<file path="config.mk">
export PLATFORM = sky130hd
export DESIGN_NAME = det_matrix_loader
export DESIGN_NICKNAME = d
export VERILOG_FILES = /design/src/rtl/det_pkg.sv /design/src/rtl/det_coeff_packer.sv /design/src/rtl/det_matrix_loader.sv
export SDC_FILE = /design/constraint.sdc
export NUM_CORES = 1
export LEC_CHECK = 0
export CAP_MARGIN = 20
export CORE_MARGIN = 2
export CORE_UTILIZATION = 43
export CTS_CLUSTER_SIZE = 40
export DETAILED_ROUTE_END_ITERATION = 6
export PLACE_DENSITY = 0.79
export SLEW_MARGIN = 15
export SYNTH_ARGS = -nofsm -noshare
export SYNTH_HDL_FRONTEND = slang
export SYNTH_SLANG_ARGS = --single-unit
</file>
<file path="constraint.sdc">
create_clock -name clock -period 2.01 [get_ports clock]
set_input_delay 0.402 -clock clock [delete_from_list [all_inputs] [get_ports clock]]
set_output_delay 0.402 -clock clock [all_outputs]
set_load 0.005 [all_outputs]
</file>
<file path="src/rtl/det_pkg.sv">
// Shared definitions for the tridiagonal determinant engine and its loader.
// Word/coefficient widths and the SRAM map are common to both blocks.
package det_pkg;

  localparam int DET_WORD_W      = 32;
  localparam int DET_COEFF_W     = 16;
  localparam int DET_RESULT_ADDR = 14;
  localparam int DET_SRAM_ADDR_W = 7;
  localparam int DET_NUM_COEFF   = 28;

  typedef enum logic [2:0] {
    IDLE,
    LOAD,
    KICK,
    RUN,
    RDRES,
    DONE,
    VERIFY
  } det_state_t;

  // Number of 32-bit words needed for n 16-bit coefficients.
  function automatic int det_words(input int n);
    return (n + 1) / 2;
  endfunction

endpackage

</file>
<file path="src/rtl/det_coeff_packer.sv">
// Packs a stream of 16-bit coefficients two per 32-bit SRAM word, high half
// first, and issues one write per completed word. An odd final coefficient is
// written immediately with a zero low half. o_last marks the final word write.
module det_coeff_packer
  import det_pkg::*;
#(
  parameter int NUM_COEFF = DET_NUM_COEFF,
  parameter int ADDR_W    = DET_SRAM_ADDR_W
) (
  input  logic                   clock,
  input  logic                   reset,
  input  logic                   i_beat_valid,
  input  logic [DET_COEFF_W-1:0] i_beat_data,
  output logic                   o_we,
  output logic [ADDR_W-1:0]      o_addr,
  output logic [DET_WORD_W-1:0]  o_word,
  output logic                   o_last
);

  localparam logic [ADDR_W:0] LAST_BEAT = (ADDR_W + 1)'(NUM_COEFF - 1);

  logic                   r_half;
  logic [ADDR_W-1:0]      r_word_idx;
  logic [DET_COEFF_W-1:0] r_hi;
  logic                   r_we;
  logic [ADDR_W-1:0]      r_addr;
  logic [DET_WORD_W-1:0]  r_word;
  logic                   r_last;
  logic                   w_final_beat;

  assign w_final_beat = ({r_word_idx, r_half} == LAST_BEAT);

  // Capture beats, emit a write the cycle after each word (or the odd tail) completes.
  always_ff @(posedge clock) begin
    // NOTE: synchronous reset inside the clocked block, and only non-blocking
    // assignments here so every register samples pre-edge values.
    if (!reset) begin
      r_half     <= 1'b0;
      r_word_idx <= '0;
      r_hi       <= '0;
      r_we       <= 1'b0;
      r_addr     <= '0;
      r_word     <= '0;
      r_last     <= 1'b0;
    end else begin
      r_we   <= 1'b0;
      r_last <= 1'b0;
      if (i_beat_valid) begin
        if (!r_half && !w_final_beat) begin
          r_hi   <= i_beat_data;
          r_half <= 1'b1;
        end else begin
          r_we       <= 1'b1;
          r_addr     <= r_word_idx;
          r_word     <= r_half ? {r_hi, i_beat_data} : {i_beat_data, {DET_COEFF_W{1'b0}}};
          r_last     <= w_final_beat;
          r_half     <= 1'b0;
          r_word_idx <= w_final_beat ? '0 : r_word_idx + ADDR_W'(1);
        end
      end
    end
  end

  assign o_we   = r_we;
  assign o_addr = r_addr;
  assign o_word = r_word;
  assign o_last = r_last;

endmodule

</file>
<file path="src/rtl/det_matrix_loader.sv">
// Feeder for the tridiagonal determinant engine: loads packed coefficients into
// the shared SRAM, starts the engine, waits for it and returns the result word.
// Optional macro LOADER_VERIFY_EN adds a read-back XOR check before the start.
module det_matrix_loader
  import det_pkg::*;
#(
  parameter int NUM_COEFF   = DET_NUM_COEFF,
  parameter int RESULT_ADDR = DET_RESULT_ADDR,
  parameter int ADDR_W      = DET_SRAM_ADDR_W
) (
  input  logic                   clock,
  input  logic                   reset,
  input  logic                   in_valid,
  input  logic [DET_COEFF_W-1:0] in_data,
  output logic                   in_ready,
  output logic                   sram_own,
  output logic [ADDR_W-1:0]      writeAddress,
  output logic [DET_WORD_W-1:0]  writebus,
  output logic                   WE,
  output logic [ADDR_W-1:0]      readAddress,
  input  logic [DET_WORD_W-1:0]  readbus,
  output logic                   det_go,
  input  logic                   det_finished,
  output logic [DET_WORD_W-1:0]  result,
  output logic                   result_valid,
  input  logic                   result_ack,
  output logic                   busy,
  output logic                   error
);

  localparam int WORDS = det_words(NUM_COEFF);

  det_state_t            r_state;
  det_state_t            w_next;
  logic                  w_in_ready;
  logic                  w_own;
  logic                  w_go;
  logic [ADDR_W-1:0]     w_rd_addr;
  logic                  w_take;
  logic                  w_pk_we;
  logic                  w_pk_last;
  logic [DET_WORD_W-1:0] w_pk_word;
  logic                  r_rd_phase;
  logic [DET_WORD_W-1:0] r_result;

  assign w_take = in_valid & in_ready;

  det_coeff_packer #(
    .NUM_COEFF(NUM_COEFF),
    .ADDR_W   (ADDR_W)
  ) u_packer (
    .clock       (clock),
    .reset       (reset),
    .i_beat_valid(w_take),
    .i_beat_data (in_data),
    .o_we        (w_pk_we),
    .o_addr      (writeAddress),
    .o_word      (w_pk_word),
    .o_last      (w_pk_last)
  );

`ifdef LOADER_VERIFY_EN
  logic [DET_WORD_W-1:0] r_csum;
  logic [DET_WORD_W-1:0] r_vxor;
  logic [ADDR_W:0]       r_vcnt;
  logic                  r_error;
  logic                  w_vdone;
  logic                  w_vfail;

  assign w_vdone = (r_state == VERIFY) && (r_vcnt == (ADDR_W + 1)'(WORDS));
  assign w_vfail = w_vdone && ((r_vxor ^ readbus) != r_csum);

  // Checksum of written words, read-back XOR and sticky mismatch flag.
  always_ff @(posedge clock) begin
    if (!reset) begin
      r_csum  <= '0;
      r_vxor  <= '0;
      r_vcnt  <= '0;
      r_error <= 1'b0;
    end else begin
      if (r_state == IDLE)
        r_csum <= '0;
      else if (w_pk_we)
        r_csum <= r_csum ^ w_pk_word;
      if (r_state == VERIFY) begin
        r_vcnt <= r_vcnt + (ADDR_W + 1)'(1);
        if (r_vcnt != '0)
          r_vxor <= r_vxor ^ readbus;
      end else begin
        r_vcnt <= '0;
        r_vxor <= '0;
      end
      if (w_vfail)
        r_error <= 1'b1;
    end
  end

  assign error = r_error;
`else
  assign error = 1'b0;
`endif

  // State register.
  always_ff @(posedge clock) begin
    if (!reset)
      r_state <= IDLE;
    else
      r_state <= w_next;
  end

  // Next-state and per-state control strobes.
  always_comb begin
    // NOTE: every output of this block gets a default first, so no path can
    // leave one unassigned and infer a latch.
    w_next     = r_state;
    w_in_ready = 1'b0;
    w_own      = 1'b0;
    w_go       = 1'b0;
    w_rd_addr  = '0;
    case (r_state)
      IDLE: begin
        w_in_ready = 1'b1;
        w_own      = 1'b1;
        if (in_valid)
          w_next = LOAD;
      end
      LOAD: begin
        w_own      = 1'b1;
        w_in_ready = !w_pk_last;
        if (w_pk_last)
`ifdef LOADER_VERIFY_EN
          w_next = VERIFY;
`else
          w_next = KICK;
`endif
      end
      KICK: begin
        w_go   = 1'b1;
        w_next = RUN;
      end
      RUN: begin
        if (det_finished)
          w_next = RDRES;
      end
      RDRES: begin
        w_own     = 1'b1;
        w_rd_addr = ADDR_W'(RESULT_ADDR);
        if (r_rd_phase)
          w_next = DONE;
      end
      DONE: begin
        if (result_ack)
          w_next = IDLE;
      end
`ifdef LOADER_VERIFY_EN
      VERIFY: begin
        w_own     = 1'b1;
        w_rd_addr = r_vcnt[ADDR_W-1:0];
        if (w_vdone)
          w_next = w_vfail ? IDLE : KICK;
      end
`endif
      default: w_next = IDLE;
    endcase
  end

  // Result read: address issued in the first RDRES cycle, data captured in the second.
  always_ff @(posedge clock) begin
    if (!reset) begin
      r_rd_phase <= 1'b0;
      r_result   <= '0;
    end else begin
      r_rd_phase <= (r_state == RDRES) && !r_rd_phase;
      if ((r_state == RDRES) && r_rd_phase)
        r_result <= readbus;
    end
  end

  assign in_ready     = reset & w_in_ready;
  assign sram_own     = reset & w_own;
  assign det_go       = reset & w_go;
  assign busy         = reset & (r_state != IDLE);
  assign readAddress  = w_rd_addr;
  assign WE           = w_pk_we;
  assign writebus     = w_pk_word;
  assign result       = r_result;
  assign result_valid = (r_state == DONE);

endmodule

</file>
======== Word level (Yosys, flattened, before mapping) ========
Cells that the tools add are included.
storage, ports and cells
  register bits after elaboration ......... 101
  input port bits ......................... 53
  output and inout port bits .............. 85
operators by class
  bitwise logic cells ..................... 8
  add/sub/neg operators ................... 1
  reduce and logical (&&, ||, !) cells .... 15
  muxes and demuxes ....................... 14
  equality and inequality tests ........... 11
operators with widths
  cell                 number
  $mux 32              1
  $pmux 3 s6           1
  $mux 3               5
  $eq 8x5->1 const B   1
  $add 7x1->7 const B  1
  $mux 7               1
  $eq 3x2->1 const B   2
  $eq 3x3->1 const B   2
  $ne 2x2->1 const B   3
  $reduce_and 2->1     3
  $reduce_or 3->1      2
  $and 1x1->1          5
  $reduce_and 5->1     1
  $logic_not 1->1      4
  $mux 1               4
  $mux 4               1
  $ne 2x1->1 const B   2
  $eq 3x1->1 const B   1
  $logic_and 1x1->1    3
  $logic_not 3->1      1
  $not 1->1            3
  $reduce_bool 3->1    1
  $pmux 1 s2           1

======== Longest topological paths before layout ========
  depth in word-level cells ............... 6
  mapped depth ............................ 9

======== Modules after synthesis ========
Synthesis repeated with hierarchy kept, for this count alone.
unflattened totals
  cells, all modules ...................... 476
  area, all modules ....................... 3,990.1 µm²
modules (own cells, without submodules)
  module             cells an instance  instances  area each (µm²)
  det_coeff_packer   291                1          2,483.6
  det_matrix_loader  185                1          1,506.4

======== Worst setup path before layout ========
No wires, ideal clock.
  kind .................................... input to register
  start point ............................. input port reset
  end point ............................... register u_packer.r_word_idx[4]
  cell stages on the path ................. 8
  path slack .............................. 0.342 ns
  data arrival time ....................... 1.580 ns
  setup time .............................. 0.088 ns
  cells stage by stage .................... buf_4 -> nand2b_4 -> or3_1 -> buf_6 -> clkinv_4 -> buf_8 -> a31oi_1 -> a311oi_2
on the way
  cells in the longest elaborated chain, start to end .. 3
ends and longest elaborated chain
  element                     line                      text
  start: declaration          det_matrix_loader.sv:12   input logic reset,
  $and 1x1->1                 det_matrix_loader.sv:179  assign in_ready = reset & w_in_ready;
  $and 1x1->1                 det_matrix_loader.sv:46   assign w_take = in_valid & in_ready;
  $reduce_and 2->1 (no line)  -
  end signal: assignment      det_coeff_packer.sv:58    r_word_idx <= w_final_beat ? '0 : r_word_idx + ADDR_W'(1);
  end: declaration            det_coeff_packer.sv:23    logic [ADDR_W-1:0] r_word_idx;
Several ways; a longest one is shown, not always the timed one.
A chain may end at the register's enable or synchronous reset.

======== Worst setup path after layout ========
  start point ............................. register r_state[2]
  end point ............................... output port readAddress[2]
on the way
  cells in the longest elaborated chain, start to end .. 2
ends and longest elaborated chain
  element                   line                      text
  start: declaration        det_matrix_loader.sv:33   det_state_t r_state;
  start signal: assignment  det_matrix_loader.sv:108  r_state <= w_next;
  $eq 3x3->1                det_matrix_loader.sv:120  case (r_state)
  $mux 4                    det_matrix_loader.sv:120
  end: declaration          det_matrix_loader.sv:20   output logic [ADDR_W-1:0] readAddress,
Every way passes these cells.

==> results.ini <==
[status]
outcome=finished clean

[placement]
place_congestion=0.7837
pre_cts_slack_ns=-0.02241
hpwl_um=6520
dp.cells=688
portBuffers=132

[global_routing]
grt_pass1_vias=3343
grt_max_degree=63
grt_overflow=0
grt_pass1_wl_um=15440
grt.total_usage=0.1942
antenna_found_initial=0

[layout]
final_core_util=0.6268
diodes=0
nFillCells=729
final_cells=710
layout_commonest_cell=nand2_1
syn2layout_area_growth_pct=43.64
final_cell_mix=179 x nand2_1, 127 x clkdlybuf4s50_1, 98 x dfxtp_1
nNetsFinal=651
drive_above_1_share=0.07475

[detailed_routing]
via_count=3531
wl_um=9301
dr.pass1.iters=4
wire_per_inst_um=13.10
drt_iter0_drc=126
drc=0
ant_nets=0
vias_per_cell=4.973

[logic_synthesis]
synth_area_mm2=0.003750
synth_edf_count=0
seq_area_frac_synth=0.5392
synth-main-ff-cell=dfxtp_1
synth_cell_types=40
synth_cells=472
avgSynthCellArea_um2=7.945
synth_area_leaders=dfxtp_1 54%, nand2_1 18%, nand3_1 5.9%
synth_top_area_share=0.5392
ys_ff_latch=101
synth-async-reset-ratio=0
synth-warning-count=0
yosysTopAreaCell=dfxtp_1

[sta]
fin_setup_tns_ns=0
finClkSkew_ns=0.008048
setup_viol=0
finalHoldViolCount=0
rsz0062_at_grt=yes
max_freq_mhz=510.5
fin_ws_ns=0.05111
layout_worst_path_cycle_share=0.9746
relSlewSlack=0.5970
worstMarginPinSlew_ns=0.6046
min_period_ns=1.959
slew_viol_final=0

[clock_tree]
clk_latency_ns=0.35
clock-root-buffer=clkbuf_8
cts_tree=done
clockBufferDepth=2
numCtsBuffers=9
h-tree-depth=3
cts.sinks=101
cts.clk_slew.worst_paths_ns=0.10

[hold_path]
holdCritPathClass=in -> reg

[power]
ir_drop_v=0.0003654
p_per_area_mw_per_mm2=663.2
finalPower_mw=3.572
p_leak_nw=2.119

[floorplanning]
ioPinCount=138
die_h_um=97.39
initial_core_util=0.4364
rows=34
coreArea_mm2=0.008593
dieWidth_um=97.39
die_area_mm2=0.009484

[worst_setup_path]
worstPathCellList=nor3b_2 -> buf_4 -> clkdlybuf4s50_1
cp.arrival_ns=1.56
crit_path_max_incr_delay_ns=0.49
critPathRequiredTime_ns=1.61
crit_slowest_cell=clkdlybuf4s50_1
critPathBufInv=2
crit_type=reg -> out
cp-start-kind=flip-flop
setup.worst_path.end_class=output port
path_max_fanout=7
path_delay_family=buffers and inverters

[run]
cap_violations=0

## stage by stage
stage / cell area (um^2) / hold slack [ns]
global route: 5386 / 0.3466
CTS: 5336 / 0.3404
floorplan: 3765 / 0.4154
detailed placement: 5126 / 0.4356
global placement: 5126 / 0.4277
finish: 5386 / 0.3488
## timing repair
item	4_1_cts	5_1_grt
setup endpoints to repair	8	5
resized for setup	8	5
pin swaps	0	0
hold buffers	0	0
setup buffers	1	5
## cells in the mapped netlist (all sizes together), types with 2 or more instances
master	count
o21ai	18
nor3	4
mux2i	2
nor2	12
a21oi	36
or3	3
nand2b	2
nor3b	3
inv	6
dfxtp	101
nand2	179
buf	19
and3	2
clkbuf	20
o22ai	2
nand3	44
a31oi	2
## registers in the layout, summed over array words and instances (netlist names), 3 cells and up
register and flops:
u_packer.r_hi 16, u_packer.o_addr 7, result 32, u_packer.o_word 32, r_state 3, u_packer.r_word_idx 7
## cell type report
type                       instances  area [um^2]  share of cell area
sequential                       101         2033              0.3775
multi-input combinational        329         1526              0.2834
timing repair buffer             149         1473              0.2734
tap                              108        135.1             0.02509
clock buffer                       9        123.9             0.02300
clock inverter                     7        63.81             0.01185
inverter                           7        31.28            0.005807
## report_power, final
part | total, mW | switching [mW] | internal (mW)
clock network | 1.21 | 0.727 | 0.478
logic | 0.295 | 0.129 | 0.166
registers | 2.07 | 0.0281 | 2.04
total | 3.57 | 0.884 | 2.69
## layer usage
metal  GRT usage  wire length [um]  vias up
met3     0.06403               725        2
met1      0.2429              4157     1628
met4     0.06303                33        0
met5           0                 0        -
li1            -                 -     1781
met2      0.3172              4384      120
## worst reg2reg max path, delay by kind of cell (launching register included)
family | cells | cell delay (ns)
compound gates | 3 | 0.46
buf+inv | 1 | 0.25
simple gates | 1 | 0.44
flops | 1 | 0.39
## worst paths after layout
kind | start | to | slack [ns] | depth (start not counted)
worst max-delay path | r_state[2] | readAddress[2] | 0.05 | 3
worst min-delay path | reset | r_state[1] | 0.35 | 3
worst max register to register | r_state[1] | u_packer.r_word_idx[3] | 0.36 | 5
worst min register to register | u_packer.r_hi[0] | u_packer.o_word[16] | 0.44 | 2
## logic make-up after synthesis
kind of cell,Yosys count,share of synthesized area
other,1,0.001000
AOI/OAI and AO/OA,66,0.09843
adders and majority gates,1,0.003336
buffers and inverters,46,0.06273
DFF,101,0.5392
xor gates and xnor gates,2,0.004672
and+or+nand+nor,252,0.2823
muxes,3,0.008342
Note: power is estimated with default switching activity, not from simulation.
